`src/rtl/fetch_pkg.sv`:
```
// Shared definitions for the instruction fetch stage: NOP encoding,
// PC increment, and the {pc, instr} entry layout held in the fetch queue.
package fetch_pkg;

   localparam logic [31:0] NOP_INSTR = 32'h00000013;
   localparam int          PC_STEP   = 4;

   localparam int DEF_ADDR_WIDTH = 32;
   localparam int DEF_DATA_WIDTH = 32;

   // One fetch queue entry at the default widths, pc in the upper half
   typedef struct packed {
      logic [DEF_ADDR_WIDTH-1:0] pc;
      logic [DEF_DATA_WIDTH-1:0] instr;
   } fetch_entry_t;

   // Width of a packed {pc, instr} entry for arbitrary address/data widths
   function automatic int entryWidth(input int addrWidth, input int dataWidth);
      return addrWidth + dataWidth;
   endfunction

endpackage

```
`src/rtl/fetch_fifo.sv`:
```
// Small synchronous FIFO holding fetched {pc, instr} entries.
// flush empties the queue and overrides push/pop on the same edge.
// dout shows the head entry; when empty it keeps the last head shown (0 after reset).
module fetch_fifo #(
   parameter  int WIDTH = 64,
   parameter  int DEPTH = 2,
   localparam int PTR_W = (DEPTH > 1) ? $clog2(DEPTH) : 1,
   localparam int CNT_W = PTR_W + 1
) (
   input  logic             clk,
   input  logic             rst_n,
   input  logic             push,
   input  logic             pop,
   input  logic             flush,
   input  logic [WIDTH-1:0] din,
   output logic [WIDTH-1:0] dout,
   output logic [CNT_W-1:0] count
);

   logic [WIDTH-1:0] mem_q [DEPTH];
   logic [PTR_W-1:0] wrPtr_q, wrPtr_d;
   logic [PTR_W-1:0] rdPtr_q, rdPtr_d;
   logic [CNT_W-1:0] count_q, count_d;
   logic [WIDTH-1:0] held_q;
   logic             notEmpty;
   logic             doPush;
   logic             doPop;

   assign notEmpty = (count_q != '0);
   assign doPop    = pop & ~flush & notEmpty;
   assign doPush   = push & ~flush & ((count_q != CNT_W'(DEPTH)) | doPop);

   // Next pointer and occupancy; a flush returns everything to empty
   always_comb begin
      wrPtr_d = wrPtr_q;
      rdPtr_d = rdPtr_q;
      count_d = count_q;
      if (flush) begin
         wrPtr_d = '0;
         rdPtr_d = '0;
         count_d = '0;
      end else begin
         if (doPush) wrPtr_d = wrPtr_q + PTR_W'(1);
         if (doPop)  rdPtr_d = rdPtr_q + PTR_W'(1);
         count_d = count_q + CNT_W'(doPush) - CNT_W'(doPop);
      end
   end

   // Pointer, occupancy and held-head registers
   always_ff @(posedge clk or negedge rst_n) begin
      if (!rst_n) begin
         wrPtr_q <= '0;
         rdPtr_q <= '0;
         count_q <= '0;
         held_q  <= '0;
      end else begin
         wrPtr_q <= wrPtr_d;
         rdPtr_q <= rdPtr_d;
         count_q <= count_d;
         if (notEmpty) held_q <= mem_q[rdPtr_q];
      end
   end

   // Storage array; contents are only ever read through a valid pointer
   always_ff @(posedge clk) begin
      if (doPush) mem_q[wrPtr_q] <= din;
   end

   assign dout  = notEmpty ? mem_q[rdPtr_q] : held_q;
   assign count = count_q;

endmodule

```
`src/rtl/fetch_unit.sv`:
```
// Instruction fetch stage: owns the PC, drives the word-aligned fetch address to
// instruction memory, queues {pc, instr} pairs for decode and handles redirects.
// Optional macro FETCH_PERF_EN adds perf_fetch_cnt / perf_stall_cnt counters.
module fetch_unit
   import fetch_pkg::*;
#(
   parameter int                    ADDR_WIDTH = 32,
   parameter int                    DATA_WIDTH = 32,
   parameter logic [ADDR_WIDTH-1:0] RESET_PC   = '0,
   parameter int                    FIFO_DEPTH = 2
) (
   input  logic                  clk,
   input  logic                  rst_n,
   output logic [ADDR_WIDTH-1:0] instr_addr,
   input  logic [DATA_WIDTH-1:0] instr,
   output logic                  if_valid,
   input  logic                  if_ready,
   output logic [ADDR_WIDTH-1:0] if_pc,
   output logic [DATA_WIDTH-1:0] if_instr,
   input  logic                  redirect_valid,
   input  logic [ADDR_WIDTH-1:0] redirect_pc,
   output logic                  misalign_err
`ifdef FETCH_PERF_EN
   ,
   output logic [31:0]           perf_fetch_cnt,
   output logic [31:0]           perf_stall_cnt
`endif
);

   localparam int ENTRY_W = entryWidth(ADDR_WIDTH, DATA_WIDTH);
   localparam int CNT_W   = ((FIFO_DEPTH > 1) ? $clog2(FIFO_DEPTH) : 1) + 1;
   localparam logic [ADDR_WIDTH-1:0] START_PC = RESET_PC & ~ADDR_WIDTH'(3);

   logic [ADDR_WIDTH-1:0] fetchPc_q, fetchPc_d;
   logic                  misalign_q;
   logic [CNT_W-1:0]      fifoCount;
   logic [ENTRY_W-1:0]    fifoDin;
   logic [ENTRY_W-1:0]    fifoDout;
   logic                  fifoFull;
   logic                  pop;
   logic                  push;

   assign fifoFull = (fifoCount == CNT_W'(FIFO_DEPTH));
   assign if_valid = (fifoCount != '0);
   assign pop      = if_valid & if_ready;
   assign push     = ~redirect_valid & (~fifoFull | pop);
   assign fifoDin  = {fetchPc_q, instr};

   fetch_fifo #(
      .WIDTH (ENTRY_W),
      .DEPTH (FIFO_DEPTH)
   ) u_fifo (
      .clk   (clk),
      .rst_n (rst_n),
      .push  (push),
      .pop   (pop),
      .flush (redirect_valid),
      .din   (fifoDin),
      .dout  (fifoDout),
      .count (fifoCount)
   );

   assign if_pc    = fifoDout[ENTRY_W-1:DATA_WIDTH];
   assign if_instr = fifoDout[DATA_WIDTH-1:0];

   // Next PC: a redirect wins, otherwise advance one word whenever a fetch is queued
   always_comb begin
      fetchPc_d = fetchPc_q;
      if (redirect_valid) begin
         fetchPc_d = {redirect_pc[ADDR_WIDTH-1:2], 2'b00};
      end else if (push) begin
         fetchPc_d = fetchPc_q + ADDR_WIDTH'(PC_STEP);
      end
   end

   // PC register and the one-cycle misaligned-redirect flag
   always_ff @(posedge clk or negedge rst_n) begin
      if (!rst_n) begin
         fetchPc_q  <= START_PC;
         misalign_q <= 1'b0;
      end else begin
         fetchPc_q  <= fetchPc_d;
         misalign_q <= redirect_valid & (|redirect_pc[1:0]);
      end
   end

   assign instr_addr   = fetchPc_q;
   assign misalign_err = misalign_q;

`ifdef FETCH_PERF_EN
   logic [31:0] perfFetch_q;
   logic [31:0] perfStall_q;

   // Free-running counters of queued fetches and cycles stalled on a full queue
   always_ff @(posedge clk or negedge rst_n) begin
      if (!rst_n) begin
         perfFetch_q <= '0;
         perfStall_q <= '0;
      end else begin
         if (push)             perfFetch_q <= perfFetch_q + 32'd1;
         if (fifoFull & ~pop)  perfStall_q <= perfStall_q + 32'd1;
      end
   end

   assign perf_fetch_cnt = perfFetch_q;
   assign perf_stall_cnt = perfStall_q;
`endif

endmodule

```
`config.mk`:
```
export PLATFORM = sky130hd
export DESIGN_NAME = fetch_unit
export DESIGN_NICKNAME = d
export VERILOG_FILES = /design/src/rtl/fetch_pkg.sv /design/src/rtl/fetch_fifo.sv /design/src/rtl/fetch_unit.sv
export SDC_FILE = /design/constraint.sdc
export NUM_CORES = 1
export LEC_CHECK = 0
export BUFFER_PORTS_ARGS = -buffer_cell sky130_fd_sc_hd__buf_2
export CAP_MARGIN = 10
export CORE_ASPECT_RATIO = 1.1
export CORE_MARGIN = 10
export CORE_UTILIZATION = 55
export CTS_CLUSTER_DIAMETER = 50
export CTS_CLUSTER_SIZE = 20
export DETAILED_ROUTE_END_ITERATION = 10
export PLACE_DENSITY = 0.81
export SLEW_MARGIN = 10
export SYNTH_ARGS = -nofsm -noshare
export SYNTH_HDL_FRONTEND = slang
export SYNTH_SLANG_ARGS = --single-unit
```
`constraint.sdc`:
```
create_clock -name clk -period 7.2 [get_ports clk]
set_input_delay 0.72 -clock clk [delete_from_list [all_inputs] [get_ports clk]]
set_output_delay 0.72 -clock clk [all_outputs]
set_load 0.01 [all_outputs]
```
==> reports/results.tsv, run 1 <==
stage	metric	value	unit
routing	drt via density	5.58	
sta	setup TNS	0	ns
final_layout	most frequent cells in the layout	buf_2 (162), edfxtp_1 (124), dfrtp_1 (98)	
clocking	CTS tree	yes	
routing	DRT Pass-1 Iters	5	
die	I/O pin count	166	
grt	largest net degree at the start of global routing	127	
synthesis	Netlist cell types	42	
sta	Tmin final	3.31	ns
sta	unrepaired setup endpoints after global routing	false	
synthesis	post-synthesis async set-or-reset flop share	44.4	%
grt	grt ovf	0	
place	RD Place Congestion	0.871	
routing	routed wire length per instance	19.0	µm
synthesis	sequential area share after synthesis	71.4	%
setup_path	nature of the critical path startpoint	flip-flop	
sta	Final WS setup	3.89	ns
final_layout	antenna diode count	0	
clocking	Longest Clk Path Bufs	3	
synthesis	Mapped Avg Cell Area	13.6	µm²
final_layout	storage element area	6200	µm²
final_layout	Fillers	1114	
routing	final WL	19100	µm
setup_path	Req. time, crit path	6.48	ns
setup_path	CP Class	reg -> out	
run_status	status	complete, no violations	
die	die area	21200	µm²
clocking	clk_lat worst skew	0.50	ns
sta	Worst Skew	0.0257	ns
clocking	post-CTS setup buffers	0	
setup_path	Crit Path Max Fanout	126	
clocking	H-tree depth	1	
die	starting density of the core	55.6	%
place	pre-CTS WS	4.04	ns
sta	Slew Limit Headroom	25.8	%
power_and_ir_drop	Clk network pwr share	27.2	%
place	# port buffers	163	
synthesis	Post-synth EDFFs	124	
setup_path	Worst EP arrival	2.59	ns
routing	Detail Route Antenna Nets	0	
power_and_ir_drop	Max VDD drop	0.000226	V
final_layout	P&R area growth vs syn	19.4	%
min_path	Hold WC Path Type	in -> async	
routing	DR vias	5610	
power_and_ir_drop	P_sw	1.43	mW
grt	initial antenna violation count	0	
power_and_ir_drop	Reg power frac	44.7	%
clocking	clock sink count	223	
clocking	CTS resizes	0	
die	Core Box Area	15600	µm²
power_and_ir_drop	logic gate share of total power	28.1	%
synthesis	#FFs+latches synth	223	
routing	1st-iter DRT viols	383	
clocking	clk slew on worst S/H paths	0.07	ns
power_and_ir_drop	leakage	4.17	nW
synthesis	Syn Inst Count	638	
grt	overall routing resource usage	17.5	%
sta	max-slew violations	0	
power_and_ir_drop	Switching Share	34.5	%
sta	Final Hold Vio Count	0	
die	num rows	48	
clocking	clock root cell	clkbuf_16	
synthesis	predominant post-synthesis flop cell	edfxtp_1	
synthesis	Yosys warnings	0	
sta	final setup fails	0	
final_layout	multi-input combinational cell area	2330	µm²
sta	Slew @ Worst Pin	1.11	ns
job	max-cap viol count	0	
final_layout	# nets final	863	
power_and_ir_drop	Internal Power	2.72	mW
synthesis	mapped cell area	8680	µm²
grt	vias in the first global route	5895	
die	die width	140	µm
routing	Remaining DRCs	0	
clocking	CTS Hold Bufs	0	
sta	Fmax	302	MHz
power_and_ir_drop	power per cell area	400	nW/µm²
final_layout	layout cells sized above 1	26.1	%
place	estimated wirelength of the detail-placed design	12700	µm
die	die height	152	µm
grt	first-pass GRT wire length	30400	µm
sta	fin crit share	45.9	%
setup_path	CP endpoint kind	primary output	
final_layout	commonest non-fill, non-tap cell in the layout	buf_2	
clocking	Num CTS Buffers	20	
critical path, cell delays in order (launching register included):
cell and delay (ns):
dfrtp_1 0.45, nor2_4 0.14, buf_4 0.81, o21ai_0 0.41, buf_2 0.25
area by class of cell:
cell class	count	area share [%]
sequential	223	59.9
clock buffer	21	4.86
inverter	7	0.254
clock inverter	15	2.04
tap	200	2.41
timing repair buffer	166	8.11
multi-input combinational	374	22.5
per-stage QoR:
| step | power [mW] | std cells | hold WS [ns] | util (%) | cell area (µm²) |
|---|---|---|---|---|---|
| after floorplan | 2.53 | 639 | 0.424 | - | 8690 |
| after global placement | 3.00 | 970 | 0.461 | 61.8 | 9650 |
| after detailed placement | 3.07 | 970 | 0.463 | 61.8 | 9650 |
| after CTS | 4.21 | 1006 | 0.229 | 66.4 | 10400 |
| after global routing | 4.40 | 1006 | 0.246 | 66.4 | 10400 |
| final | 4.15 | 1006 | 0.204 | 66.4 | 10400 |
synthesized netlist by cell type, types with 10 or more instances:
cell type / instances / area (µm²)
o21ai_0: 76 / 380
nand3_1: 11 / 55.1
mux2i_1: 63 / 631
o31ai_1: 11 / 82.6
nor2_1: 24 / 90.1
dfrtp_1: 99 / 2480
nand2_1: 92 / 345
nand4_1: 10 / 62.6
or4_1: 14 / 105
a31oi_1: 13 / 81.3
edfxtp_1: 124 / 3720
clkbuf_1: 23 / 86.3
worst paths after layout:
check	slack (ns)	cells past startpoint	end	start
max	3.89	4	if_pc[16]	u_fifo.count[0]
min	0.20	1	u_fifo.held_q[5]	rst_n
max reg2reg	4.69	5	instr_addr[22]	instr_addr[2]
min reg2reg	0.48	1	u_fifo.held_q[32]	u_fifo.held_q[32]
max in group asynchronous	5.69	2	u_fifo.rdPtr_q	rst_n
min in group clk	0.40	1	u_fifo.mem_q[1][31]	instr[31]
flip-flops by register name, indices dropped and copies added, names as in the netlist:
register / cells
u_fifo.mem_q: 124
u_fifo.held_q: 64
instr_addr: 30
u_fifo.count: 2
misalign_err: 1
u_fifo.rdPtr_q: 1
u_fifo.wrPtr_q: 1
cells by family (layout without fill, tap and decap cells):
group | count (synthesis) | after routing | share of synthesized area, %
flops | 223 | 223 | 71.4
simple gates | 183 | 183 | 10.3
compound gates | 109 | 109 | 7.12
mux | 63 | 63 | 7.26
buf+inv | 42 | 209 | 2.03
xor+xnor | 14 | 14 | 1.41
fa+ha+maj | 3 | 3 | 0.432
other cells | 1 | 2 | 0.0432
power groups by stage:
stage                     Combinational (mW)  Sequential (mW)  Clock [mW]
after floorplan                        0.734             1.79           0
after global placement                  1.14             1.86           0
after detailed placement                1.19             1.88           0
after CTS                               1.19             1.86        1.15
after global routing                    1.30             1.89        1.21
final                                   1.17             1.86        1.13
routing by layer:
| layer | up-vias | wire [µm] | GRT usage, % |
|---|---|---|---|
| li1 | 2659 | - | - |
| met1 | 2727 | 7950 | 21.7 |
| met2 | 197 | 9530 | 30.0 |
| met3 | 27 | 1250 | 4.11 |
| met4 | 0 | 340 | 5.01 |
| met5 | - | 0 | 0 |
Power figures use the tool's default switching activity.
==> inputs of run 2 (changes only) <==
==> constraint.sdc (replaced) <==
create_clock -name clk -period 3.45 [get_ports clk]
set_input_delay 0.345 -clock clk [delete_from_list [all_inputs] [get_ports clk]]
set_output_delay 0.345 -clock clk [all_outputs]
set_load 0.01 [all_outputs]
==> reports/results.tsv, run 2 (synthesis results as in run 1) <==
stage	metric	value	unit	change
setup_path	Worst Path Buf+Inv	2		unchanged
setup_path	CP endpoint kind	primary output		
min_path	Hold WC Path Type	in -> reg		
routing	Detail Route Antenna Nets	0		unchanged
grt	vias in the first global route	6151		+4.3%
setup_path	worst-case reg-to-reg path depth	5		unchanged
clocking	clk_lat worst skew	0.50	ns	about the same
sta	hold slack	0.0332	ns	-0.170 ns
clocking	Longest Clk Path Bufs	3		unchanged
setup_path	Crit Path Max Fanout	44		-65%
routing	drt via density	5.67		+1.8%
final_layout	# nets final	870		+0.81%
final_layout	most frequent cells in the layout	buf_2 (162), edfxtp_1 (124), dfrtp_1 (98)		
grt	overall routing resource usage	18.3	%	+0.84 points
routing	DRT Pass-1 Iters	5		unchanged
routing	DR vias	5754		+2.6%
power_and_ir_drop	power per cell area	835	nW/µm²	+110%
min_path	hold depth	1		
routing	1st-iter DRT viols	439		+15%
power_and_ir_drop	leakage	4.23	nW	+1.3%
final_layout	Fillers	1105		-0.81%
sta	Fmax	362	MHz	
routing	routed wire length per instance	19.5	µm	+3.0%
routing	final WL	19800	µm	+3.8%
die	die height	152	µm	unchanged
grt	grt ovf	0		unchanged
final_layout	max FFs per register	124		unchanged
clocking	clock sink count	223		unchanged
grt	first-pass GRT wire length	31800	µm	+4.7%
setup_path	Worst EP arrival	2.42	ns	-0.17 ns
clocking	post-CTS setup buffers	0		unchanged
setup_path	CP max stage cell	dfrtp_4		
sta	final setup fails	0		unchanged
sta	Slew Limit Headroom	42.8	%	+17 points
final_layout	P&R area growth vs syn	20.5	%	
clocking	Num CTS Buffers	21		+5.0%
sta	Final Hold Vio Count	0		unchanged
routing	Remaining DRCs	0		unchanged
final_layout	Design Area, Final	10500	µm²	+0.99%
run_status	status	complete, no violations		
sta	max-slew violations	0		unchanged
setup_path	cell depth of the worst setup path	4		unchanged
die	Core Box Area	15600	µm²	unchanged
setup_path	crit-path cells	buf_4 > mux2i_1 > o21ai_0 > buf_2		
clocking	H-tree depth	1		unchanged
final_layout	layout cells sized above 1	26.7	%	+0.60 points
sta	Worst Skew	0.0141	ns	-0.0116 ns
clocking	CTS Hold Bufs	1		+1
sta	setup TNS	0	ns	unchanged
setup_path	CP Class	reg -> out		
clocking	CTS resizes	0		unchanged
clocking	clk slew on worst S/H paths	0.08	ns	about the same
power_and_ir_drop	Max VDD drop	0.00116	V	+410%
place	RD Place Congestion	0.852		-2.1%
clocking	CTS tree	yes		
die	die width	140	µm	unchanged
final_layout	largest reg by FF count	u_fifo.mem_q		
place	estimated wirelength of the detail-placed design	13200	µm	+3.9%
grt	largest net degree at the start of global routing	128		+0.79%
place	# port buffers	163		unchanged
sta	unrepaired setup endpoints after global routing	false		
place	area post-placement	9710	µm²	+0.67%
sta	Slew @ Worst Pin	0.858	ns	-0.255 ns
final_layout	antenna diode count	0		unchanged
grt	initial antenna violation count	0		unchanged
setup_path	slowest stage delay, CP	0.96	ns	+0.15 ns
die	num rows	48		unchanged
final_layout	commonest non-fill, non-tap cell in the layout	buf_2		
job	max-cap viol count	0		unchanged
setup_path	delay-heaviest family, CP	flip-flops		
setup_path	Req. time, crit path	3.11	ns	-3.37 ns
setup_path	nature of the critical path startpoint	flip-flop		
die	starting density of the core	55.6	%	unchanged
sta	Tmin final	2.76	ns	
sta	fin crit share	80.1	%	
die	I/O pin count	166		unchanged
die	die area	21200	µm²	unchanged
clocking	clock root cell	clkbuf_16		
[run 2: report_power, final]
part	switching (mW)	internal, mW	leakage, nW	total [mW]
clock network	1.10	1.27	0.362	2.37
registers	0.345	3.49	2.36	3.83
logic	1.61	0.924	1.51	2.53
total	3.06	5.69	4.23	8.74
[run 2: cell type report]
class / count / area [µm²] / share of cell area [%]
multi-input cells: 374 / 2330 / 22.3
clock inverters: 17 / 218 / 2.08
clock buffers: 21 / 526 / 5.02
inverters: 7 / 26.3 / 0.251
flip-flops and latches: 223 / 6200 / 59.3
well taps: 200 / 250 / 2.39
repair buffers: 172 / 913 / 8.73
[run 2: worst paths after layout]
| path | start | to | slack [ns] |
|---|---|---|---|
| setup / recovery | u_fifo.rdPtr_q | if_instr[8] | 0.69 |
| hold / removal | instr[22] | u_fifo.mem_q[0][22] | 0.03 |
| setup reg to reg | instr_addr[2] | instr_addr[28] | 1.00 |
| hold reg to reg | u_fifo.held_q[32] | u_fifo.held_q[32] | 0.48 |
| max in group asynchronous | rst_n | u_fifo.held_q[17] | 2.11 |
| min in group asynchronous | rst_n | u_fifo.held_q[6] | 0.49 |
[run 2: metrics by stage]
stage                     worst slack (ns)  cells  power [mW]  util [%]
final                                0.688   1014        8.74      67.0
after CTS                            0.649   1014        8.86      67.0
after global placement                1.03    975        6.32      62.2
after floorplan                      0.648    639        5.27         -
after detailed placement             0.958    975        6.48      62.2
after global routing                 0.522   1014        9.24      67.0
[run 2: metal layers]
layer	vias up	share of wire [%]	global-route usage, %
li1	2675	-	-
met4	0	1.9	5.32
met3	37	6.5	3.99
met5	-	0	0
met1	2817	41	22.7
met2	225	51	31.8
